## src/rtl/sys_cmd_ctrl.sv

```systemverilog
// -----------------------------------------------------------------------------
// sys_cmd_ctrl
//   Command-frame controller between the synchronized UART RX byte stream and
//   the shared register file, ALU and TX FIFO. Decodes one command frame at a
//   time, issues single-cycle strobes to the register file / ALU and pushes
//   the response bytes into the TX FIFO.
//
//   Commands (first byte of a frame):
//     0xAA addr data      register write, no response
//     0xBB addr           register read, response = 1 byte of read data
//     0xCC opA opB fun    write opA->RF[0], opB->RF[1], run ALU, 2-byte response
//     0xDD fun            run ALU on current RF[0]/RF[1], 2-byte response
//
// Ports
//   REF_CLK, RST_N          clock (rising edge), asynchronous active-low reset
//   RX_P_DATA, RX_D_VLD     received byte and its one-cycle valid pulse
//   RF_ADDR, RF_WR_EN, RF_RD_EN, RF_WR_DATA   register file request side
//   RF_RD_DATA, RF_RD_VLD   register file read response
//   ALU_EN, ALU_FUN         ALU start strobe and function code
//   CLK_GATE_EN             ALU clock-gate enable, high while an op is pending
//   ALU_OUT, ALU_OUT_VLD    ALU result and its valid pulse
//   FIFO_WR_DATA, FIFO_WR_INC, FIFO_FULL      TX FIFO push interface
//   BUSY                    high whenever a frame or response is in progress
//
//   Every output is a register; strobes appear the cycle after the decision.
// -----------------------------------------------------------------------------
module sys_cmd_ctrl #(
    parameter int DATA_WIDTH     = 8,
    parameter int ALU_WIDTH      = 16,
    parameter int ADDR_WIDTH     = 4,
    parameter int FUN_WIDTH      = 4,
    parameter int TIMEOUT_CYCLES = 16384
) (
    input  logic                  REF_CLK,
    input  logic                  RST_N,
    input  logic [DATA_WIDTH-1:0] RX_P_DATA,
    input  logic                  RX_D_VLD,
    output logic [ADDR_WIDTH-1:0] RF_ADDR,
    output logic                  RF_WR_EN,
    output logic                  RF_RD_EN,
    output logic [DATA_WIDTH-1:0] RF_WR_DATA,
    input  logic [DATA_WIDTH-1:0] RF_RD_DATA,
    input  logic                  RF_RD_VLD,
    output logic                  ALU_EN,
    output logic [FUN_WIDTH-1:0]  ALU_FUN,
    output logic                  CLK_GATE_EN,
    input  logic [ALU_WIDTH-1:0]  ALU_OUT,
    input  logic                  ALU_OUT_VLD,
    output logic [DATA_WIDTH-1:0] FIFO_WR_DATA,
    output logic                  FIFO_WR_INC,
    input  logic                  FIFO_FULL,
    output logic                  BUSY
);

    localparam int CNT_WIDTH = (TIMEOUT_CYCLES > 2) ? $clog2(TIMEOUT_CYCLES) : 1;
    localparam logic [CNT_WIDTH-1:0] CNT_LAST = CNT_WIDTH'(TIMEOUT_CYCLES - 1);

    localparam logic [DATA_WIDTH-1:0] CMD_WR     = DATA_WIDTH'(8'hAA);
    localparam logic [DATA_WIDTH-1:0] CMD_RD     = DATA_WIDTH'(8'hBB);
    localparam logic [DATA_WIDTH-1:0] CMD_ALU_OP = DATA_WIDTH'(8'hCC);
    localparam logic [DATA_WIDTH-1:0] CMD_ALU_NO = DATA_WIDTH'(8'hDD);

    typedef enum logic [3:0] {
        ST_IDLE,
        ST_WR_ADDR,
        ST_WR_DATA,
        ST_RD_ADDR,
        ST_RD_WAIT,
        ST_OP_A,
        ST_OP_B,
        ST_FUN,
        ST_ALU_WAIT,
        ST_TX_RD,
        ST_TX_LO,
        ST_TX_HI
    } state_t;

    state_t                  state_reg, state_next;
    logic [CNT_WIDTH-1:0]    cnt_reg, cnt_next;
    logic [ADDR_WIDTH-1:0]   addr_reg, addr_next;
    logic [DATA_WIDTH-1:0]   rd_data_reg, rd_data_next;
    logic [ALU_WIDTH-1:0]    alu_res_reg, alu_res_next;

    logic [ADDR_WIDTH-1:0]   rf_addr_reg, rf_addr_next;
    logic                    rf_wr_en_reg, rf_wr_en_next;
    logic                    rf_rd_en_reg, rf_rd_en_next;
    logic [DATA_WIDTH-1:0]   rf_wr_data_reg, rf_wr_data_next;
    logic                    alu_en_reg, alu_en_next;
    logic [FUN_WIDTH-1:0]    alu_fun_reg, alu_fun_next;
    logic                    clk_gate_en_reg, clk_gate_en_next;
    logic [DATA_WIDTH-1:0]   fifo_wr_data_reg, fifo_wr_data_next;
    logic                    fifo_wr_inc_reg, fifo_wr_inc_next;
    logic                    busy_reg, busy_next;

    logic                    timeout_hit;

    // States that wait for the next RX byte; only these run the timeout.
    function automatic logic is_collecting(input state_t st);
        logic res;
        res = 1'b0;
        case (st)
            ST_WR_ADDR, ST_WR_DATA, ST_RD_ADDR,
            ST_OP_A, ST_OP_B, ST_FUN: res = 1'b1;
            default:                  res = 1'b0;
        endcase
        return res;
    endfunction

    always_comb begin
        state_next        = state_reg;
        addr_next         = addr_reg;
        rd_data_next      = rd_data_reg;
        alu_res_next      = alu_res_reg;
        rf_addr_next      = rf_addr_reg;
        rf_wr_data_next   = rf_wr_data_reg;
        alu_fun_next      = alu_fun_reg;
        fifo_wr_data_next = fifo_wr_data_reg;
        rf_wr_en_next     = 1'b0;
        rf_rd_en_next     = 1'b0;
        alu_en_next       = 1'b0;
        fifo_wr_inc_next  = 1'b0;
        timeout_hit       = (cnt_reg == CNT_LAST);

        case (state_reg)
            ST_IDLE: begin
                if (RX_D_VLD) begin
                    case (RX_P_DATA)
                        CMD_WR:     state_next = ST_WR_ADDR;
                        CMD_RD:     state_next = ST_RD_ADDR;
                        CMD_ALU_OP: state_next = ST_OP_A;
                        CMD_ALU_NO: state_next = ST_FUN;
                        default:    ;
                    endcase
                end
            end
            ST_WR_ADDR: begin
                if (RX_D_VLD) begin
                    addr_next  = RX_P_DATA[ADDR_WIDTH-1:0];
                    state_next = ST_WR_DATA;
                end else if (timeout_hit) begin
                    state_next = ST_IDLE;
                end
            end
            ST_WR_DATA: begin
                if (RX_D_VLD) begin
                    rf_wr_en_next   = 1'b1;
                    rf_addr_next    = addr_reg;
                    rf_wr_data_next = RX_P_DATA;
                    state_next      = ST_IDLE;
                end else if (timeout_hit) begin
                    state_next = ST_IDLE;
                end
            end
            ST_RD_ADDR: begin
                if (RX_D_VLD) begin
                    rf_rd_en_next = 1'b1;
                    rf_addr_next  = RX_P_DATA[ADDR_WIDTH-1:0];
                    state_next    = ST_RD_WAIT;
                end else if (timeout_hit) begin
                    state_next = ST_IDLE;
                end
            end
            ST_RD_WAIT: begin
                if (RF_RD_VLD) begin
                    rd_data_next = RF_RD_DATA;
                    state_next   = ST_TX_RD;
                end
            end
            // Operands go through the register file so the ALU always reads
            // its inputs from RF[0] and RF[1].
            ST_OP_A: begin
                if (RX_D_VLD) begin
                    rf_wr_en_next   = 1'b1;
                    rf_addr_next    = ADDR_WIDTH'(0);
                    rf_wr_data_next = RX_P_DATA;
                    state_next      = ST_OP_B;
                end else if (timeout_hit) begin
                    state_next = ST_IDLE;
                end
            end
            ST_OP_B: begin
                if (RX_D_VLD) begin
                    rf_wr_en_next   = 1'b1;
                    rf_addr_next    = ADDR_WIDTH'(1);
                    rf_wr_data_next = RX_P_DATA;
                    state_next      = ST_FUN;
                end else if (timeout_hit) begin
                    state_next = ST_IDLE;
                end
            end
            ST_FUN: begin
                if (RX_D_VLD) begin
                    alu_en_next  = 1'b1;
                    alu_fun_next = RX_P_DATA[FUN_WIDTH-1:0];
                    state_next   = ST_ALU_WAIT;
                end else if (timeout_hit) begin
                    state_next = ST_IDLE;
                end
            end
            ST_ALU_WAIT: begin
                if (ALU_OUT_VLD) begin
                    alu_res_next = ALU_OUT;
                    state_next   = ST_TX_LO;
                end
            end
            // Push decisions are taken only when the FIFO reports room, so a
            // full FIFO simply parks the response in the current state.
            ST_TX_RD: begin
                if (!FIFO_FULL) begin
                    fifo_wr_inc_next  = 1'b1;
                    fifo_wr_data_next = rd_data_reg;
                    state_next        = ST_IDLE;
                end
            end
            ST_TX_LO: begin
                if (!FIFO_FULL) begin
                    fifo_wr_inc_next  = 1'b1;
                    fifo_wr_data_next = alu_res_reg[DATA_WIDTH-1:0];
                    state_next        = ST_TX_HI;
                end
            end
            ST_TX_HI: begin
                if (!FIFO_FULL) begin
                    fifo_wr_inc_next  = 1'b1;
                    fifo_wr_data_next = alu_res_reg[ALU_WIDTH-1 -: DATA_WIDTH];
                    state_next        = ST_IDLE;
                end
            end
            default: state_next = ST_IDLE;
        endcase

        // Counter restarts on any received byte and on entering a collecting
        // state; it only advances while parked in the same collecting state.
        if (is_collecting(state_next) && !RX_D_VLD && (state_next == state_reg)) begin
            cnt_next = cnt_reg + 1'b1;
        end else begin
            cnt_next = '0;
        end

        busy_next        = (state_next != ST_IDLE);
        clk_gate_en_next = (state_next == ST_FUN) || (state_next == ST_ALU_WAIT);
    end

    always_ff @(posedge REF_CLK or negedge RST_N) begin
        if (!RST_N) begin
            state_reg        <= ST_IDLE;
            cnt_reg          <= '0;
            addr_reg         <= '0;
            rd_data_reg      <= '0;
            alu_res_reg      <= '0;
            rf_addr_reg      <= '0;
            rf_wr_en_reg     <= 1'b0;
            rf_rd_en_reg     <= 1'b0;
            rf_wr_data_reg   <= '0;
            alu_en_reg       <= 1'b0;
            alu_fun_reg      <= '0;
            clk_gate_en_reg  <= 1'b0;
            fifo_wr_data_reg <= '0;
            fifo_wr_inc_reg  <= 1'b0;
            busy_reg         <= 1'b0;
        end else begin
            state_reg        <= state_next;
            cnt_reg          <= cnt_next;
            addr_reg         <= addr_next;
            rd_data_reg      <= rd_data_next;
            alu_res_reg      <= alu_res_next;
            rf_addr_reg      <= rf_addr_next;
            rf_wr_en_reg     <= rf_wr_en_next;
            rf_rd_en_reg     <= rf_rd_en_next;
            rf_wr_data_reg   <= rf_wr_data_next;
            alu_en_reg       <= alu_en_next;
            alu_fun_reg      <= alu_fun_next;
            clk_gate_en_reg  <= clk_gate_en_next;
            fifo_wr_data_reg <= fifo_wr_data_next;
            fifo_wr_inc_reg  <= fifo_wr_inc_next;
            busy_reg         <= busy_next;
        end
    end

    assign RF_ADDR      = rf_addr_reg;
    assign RF_WR_EN     = rf_wr_en_reg;
    assign RF_RD_EN     = rf_rd_en_reg;
    assign RF_WR_DATA   = rf_wr_data_reg;
    assign ALU_EN       = alu_en_reg;
    assign ALU_FUN      = alu_fun_reg;
    assign CLK_GATE_EN  = clk_gate_en_reg;
    assign FIFO_WR_DATA = fifo_wr_data_reg;
    assign FIFO_WR_INC  = fifo_wr_inc_reg;
    assign BUSY         = busy_reg;

endmodule
```

## config.mk

```make
export PLATFORM = sky130hd
export DESIGN_NAME = sys_cmd_ctrl
export DESIGN_NICKNAME = d
export VERILOG_FILES = /design/src/rtl/sys_cmd_ctrl.sv
export SDC_FILE = /design/constraint.sdc
export NUM_CORES = 1
export LEC_CHECK = 0
export CORE_UTILIZATION = 52
export CTS_CLUSTER_DIAMETER = 150
export DETAILED_ROUTE_END_ITERATION = 16
export PLACE_DENSITY_LB_ADDON = 0.3
export SETUP_SLACK_MARGIN = 0.2
export SYNTH_ARGS = -nofsm -noshare
export SYNTH_HDL_FRONTEND = slang
export SYNTH_SLANG_ARGS = --single-unit
```

## constraint.sdc

```tcl
create_clock -name REF_CLK -period 2.2 [get_ports REF_CLK]
set_input_delay 0.66 -clock REF_CLK [delete_from_list [all_inputs] [get_ports REF_CLK]]
set_output_delay 0.66 -clock REF_CLK [all_outputs]
set_load 0.1 [all_outputs]
```

==> results by stage <==
Synth:
- The average size of a mapped cell is 11.7 sq um.
- Counting every instance in the synthesized netlist gives 308.
- The warning count from the yosys run is 0.
- When the netlist entered floorplanning its net count stood at 347.
- Of all flip-flops after synthesis, the portion carrying an async set or reset was 100%.
- Of the synthesized area, sequential elements account for 52.7%.
- In the post-synthesis netlist, the cell with the most instances is sky130_fd_sc_hd__dfrtp_1.
- The synthesized design spends more area on one cell type than any other, namely sky130_fd_sc_hd__dfrtp_1.
- The synthesized design contains 76 register bits.
- The top cell type's share of synthesized area is 52.7%.
- The summed instance area of the synthesized netlist is 3610 sq um.
- Ranked by total cell area, the synthesized netlist is headed by sky130_fd_sc_hd__dfrtp_1 (53%), sky130_fd_sc_hd__mux2_2 (14%), sky130_fd_sc_hd__o21ai_0 (2.8%).
- Yosys mapped the design onto 54 distinct sky130hd cell types.
- Ranked by instance count, the synthesized netlist is headed by sky130_fd_sc_hd__dfrtp_1 (76), sky130_fd_sc_hd__mux2_2 (44), sky130_fd_sc_hd__nand2_1 (25).
- The synthesized design contains 0 enable-type register cells.
- The top flip-flop cell by instance count after synthesis is sky130_fd_sc_hd__dfrtp_1.

Setup path:
- STA classifies the critical path startpoint as an input pin.
- The setup path with the least slack is of type input pin to flip-flop.
- In this run the worst path has a maximum fanout of 3.
- STA puts the critical path data arrival time at 2.38 ns.
- The reg2reg setup slack is 0.16 ns.
- The type of element capturing the critical path is a flip-flop.
- STA puts the critical path data required time at about 2.5 ns.

Global route:
- The via count of the first global-routing pass is 2839.
- The first-pass GRT wire length is 13900 microns.
- The initial antenna violation count is 0.
- The overall global routing resource usage is 25.1%.
- The pin count of the biggest net entering global routing is 53.
- The final global-route overflow total is 0.

STA:
- The transition time at the pin with the least slew margin is 0.495 ns.
- The relative slew slack is 66.6%.
- The post-route setup TNS is 0 ns.
- The number of hold violations in the final report was 0.
- The clock period could shrink to 2.11 ns.
- The final count of pins violating max slew came to 0.
- The maximum achievable frequency is 0.474 GHz.
- The smallest hold slack is 0.207 ns.
- The count of final setup violators is 0.
- Setup repair after global routing could not meet its margin everywhere.
- Between clock sinks in the finished design, the worst skew comes to approximately 0.017 ns.
- Of the available clock period, the critical path in the final layout requires between 90% and 100%.

Layout:
- The register with the most flip-flops in the layout has 16 of them.
- From synthesis to final layout, the design area changed by 39.0%.
- The number of nets in the final layout is 450.
- The number of antenna cells inserted is 0.
- After filler insertion, the fill cell instance count of the layout stands at around 400.
- Cells with a size suffix above 1 make up 40.4% of the layout.

Power:
- For this design the static power due to leakage is 2.25 nW.
- The total power is 8.20 mW.
- The power per cell area is ~1600 nW/um^2.
- Across the VDD grid, the largest voltage drop is 0.699 mV.

Run status:
- The flow ran to the end, and the final reports show no timing, DRC or antenna violations.

Floorplan:
- The floorplan has 29 rows.
- Measured along the x axis, the die boundary spans 85.3 microns.
- Pin placement for this block handled 68 I/O pins.
- The placeable core region is around 6500 sq um.
- The height of the chip is about 85 microns.
- The starting utilization of the core area is 55.2%.
- The die covers 7270 sq um.

Detailed routing:
- The number of search-and-repair iterations in the first detailed-routing pass is 5.
- Dividing the detail-routed via count by the number of cells gives 5.78.
- After detailed routing, the average wire length per cell comes to about 18 microns.
- Wires add up to 8910 microns.
- The number of vias after detailed routing is 2850.
- The DRC violation count after routing is 0.
- The first routing iteration left roughly 180 violations.
- The number of antenna-violating nets in the routed design is 0.

Placed design:
- The count of buffers added on input and output ports is 67.
- The detailed placement HPWL is 5530 microns.
- The routability congestion estimate is around 0.81.

Job:
- The max capacitance violation total is 0.

Clock network:
- The clock latency on the worst-skew pair is 0.35 ns.
- The clock tree synthesis step divided the H-tree into 3 levels.
- The CTS clock-pin slew for the worst setup and hold paths is 0.09 ns.
- The tree is rooted in a sky130_fd_sc_hd__clkbuf_8.
- In this run, CTS created clock tree buffers numbering 9.
- TritonCTS built the clock tree.
- The clock net in this run drives a total of 76 sinks.
- In this run the deepest clock path goes through 2 buffers.

Hold path:
- The path class of the tightest hold or removal check is input pin to async pin.
## report_power, final
part           switching (mW)  total, mW  internal [mW]  leakage (nW)
clock network           0.502       1.32          0.815         0.127
registers               0.397       2.35           1.95         0.958
logic                    2.98       4.54           1.56          1.17
## final timing paths
| path | start | to | cells after the start |
|---|---|---|---|
| min in group REF_CLK | FIFO_WR_DATA[3]$_DFFE_PN0P_ | FIFO_WR_DATA[3]$_DFFE_PN0P_ | 2 |
| worst min register to register | FIFO_WR_DATA[3]$_DFFE_PN0P_ | FIFO_WR_DATA[3]$_DFFE_PN0P_ | 2 |
| worst min-delay path | RST_N | ALU_EN$_DFF_PN0_ | 1 |
| worst max-delay path | RX_D_VLD | CLK_GATE_EN$_DFF_PN0_ | 7 |
| max in group asynchronous | RST_N | state_reg[0]$_DFF_PN0_ | 2 |
| worst max register to register | state_reg[2]$_DFF_PN0_ | CLK_GATE_EN$_DFF_PN0_ | 6 |
## kinds of logic (layout without fill, tap and decap cells)
family	count (synthesis)	count (layout)	share of synthesized area [%]
flops	76	76	52.7
buf+inv	28	136	3.64
compound gates	46	46	10.1
mux	52	52	16.0
xor+xnor	14	14	3.40
fa+ha+maj	1	1	0.347
simple gates	91	91	13.8
## timing repair
action | in CTS | in global routing
buffers inserted | 5 | 6
hold buffers | 0 | 0
pin swaps | 6 | 7
cloned | 2 | 0
resized for setup | 35 | 8
endpoints found under the setup margin | 38 | 29
## metal layers
layer	global-route usage, %	vias to the layer above	wire length [microns]
met5	0	-	0
met3	4.57	21	425
met1	32.0	1424	3750
met2	42.3	123	4530
li1	-	1282	-
met4	10.8	0	203
## cell usage in the layout, fill, tap and decap left out, types with 4 or more instances in the layout
cell type	netlist	final
sky130_fd_sc_hd__dlygate4sd2_1	0	8
sky130_fd_sc_hd__nand2_1	25	25
sky130_fd_sc_hd__dfrtp_1	76	72
sky130_fd_sc_hd__dfrtp_2	0	4
sky130_fd_sc_hd__xor2_1	9	9
sky130_fd_sc_hd__nor2_1	20	16
sky130_fd_sc_hd__nor2_2	3	7
sky130_fd_sc_hd__o21ai_0	20	20
sky130_fd_sc_hd__nand3_1	7	6
sky130_fd_sc_hd__clkdlybuf4s50_1	0	27
sky130_fd_sc_hd__buf_12	0	4
sky130_fd_sc_hd__mux2i_1	8	8
sky130_fd_sc_hd__clkbuf_8	0	11
sky130_fd_sc_hd__mux2_2	44	44
sky130_fd_sc_hd__inv_1	12	12
sky130_fd_sc_hd__buf_4	2	64
sky130_fd_sc_hd__xnor2_1	5	5
## critical path, cell delays in order
cell and delay, ns:
sky130_fd_sc_hd__clkdlybuf4s15_2 0.20, sky130_fd_sc_hd__or3b_4 0.42, sky130_fd_sc_hd__buf_12 0.15, sky130_fd_sc_hd__a2111oi_4 0.36
sky130_fd_sc_hd__a2bb2o_4 0.25, sky130_fd_sc_hd__and2_4 0.17, sky130_fd_sc_hd__o31ai_4 0.16
## layout make-up
| type | instances | area (sq um) | area share (%) |
|---|---|---|---|
| timing repair buffer | 108 | 987 | 19.7 |
| clock buffer | 12 | 155 | 3.09 |
| clock inverter | 4 | 95.1 | 1.90 |
| multi-input combinational | 204 | 1730 | 34.5 |
| inverter | 12 | 45.0 | 0.898 |
| tap | 77 | 96.3 | 1.92 |
| sequential | 76 | 1910 | 38.0 |
## per-stage QoR
stage | setup slack [ns] | utilization, % | std cells | instance area, sq um
after floorplan | 0.280 | - | 308 | 3610
after global placement | -0.312 | 68.3 | 464 | 4460
after detailed placement | -0.353 | 68.3 | 464 | 4460
after CTS | 0.144 | 75.6 | 487 | 4940
after global routing | 0.0632 | 76.8 | 493 | 5010
final | 0.0897 | 76.8 | 493 | 5010
Note: power is estimated with default switching activity, not from simulation.
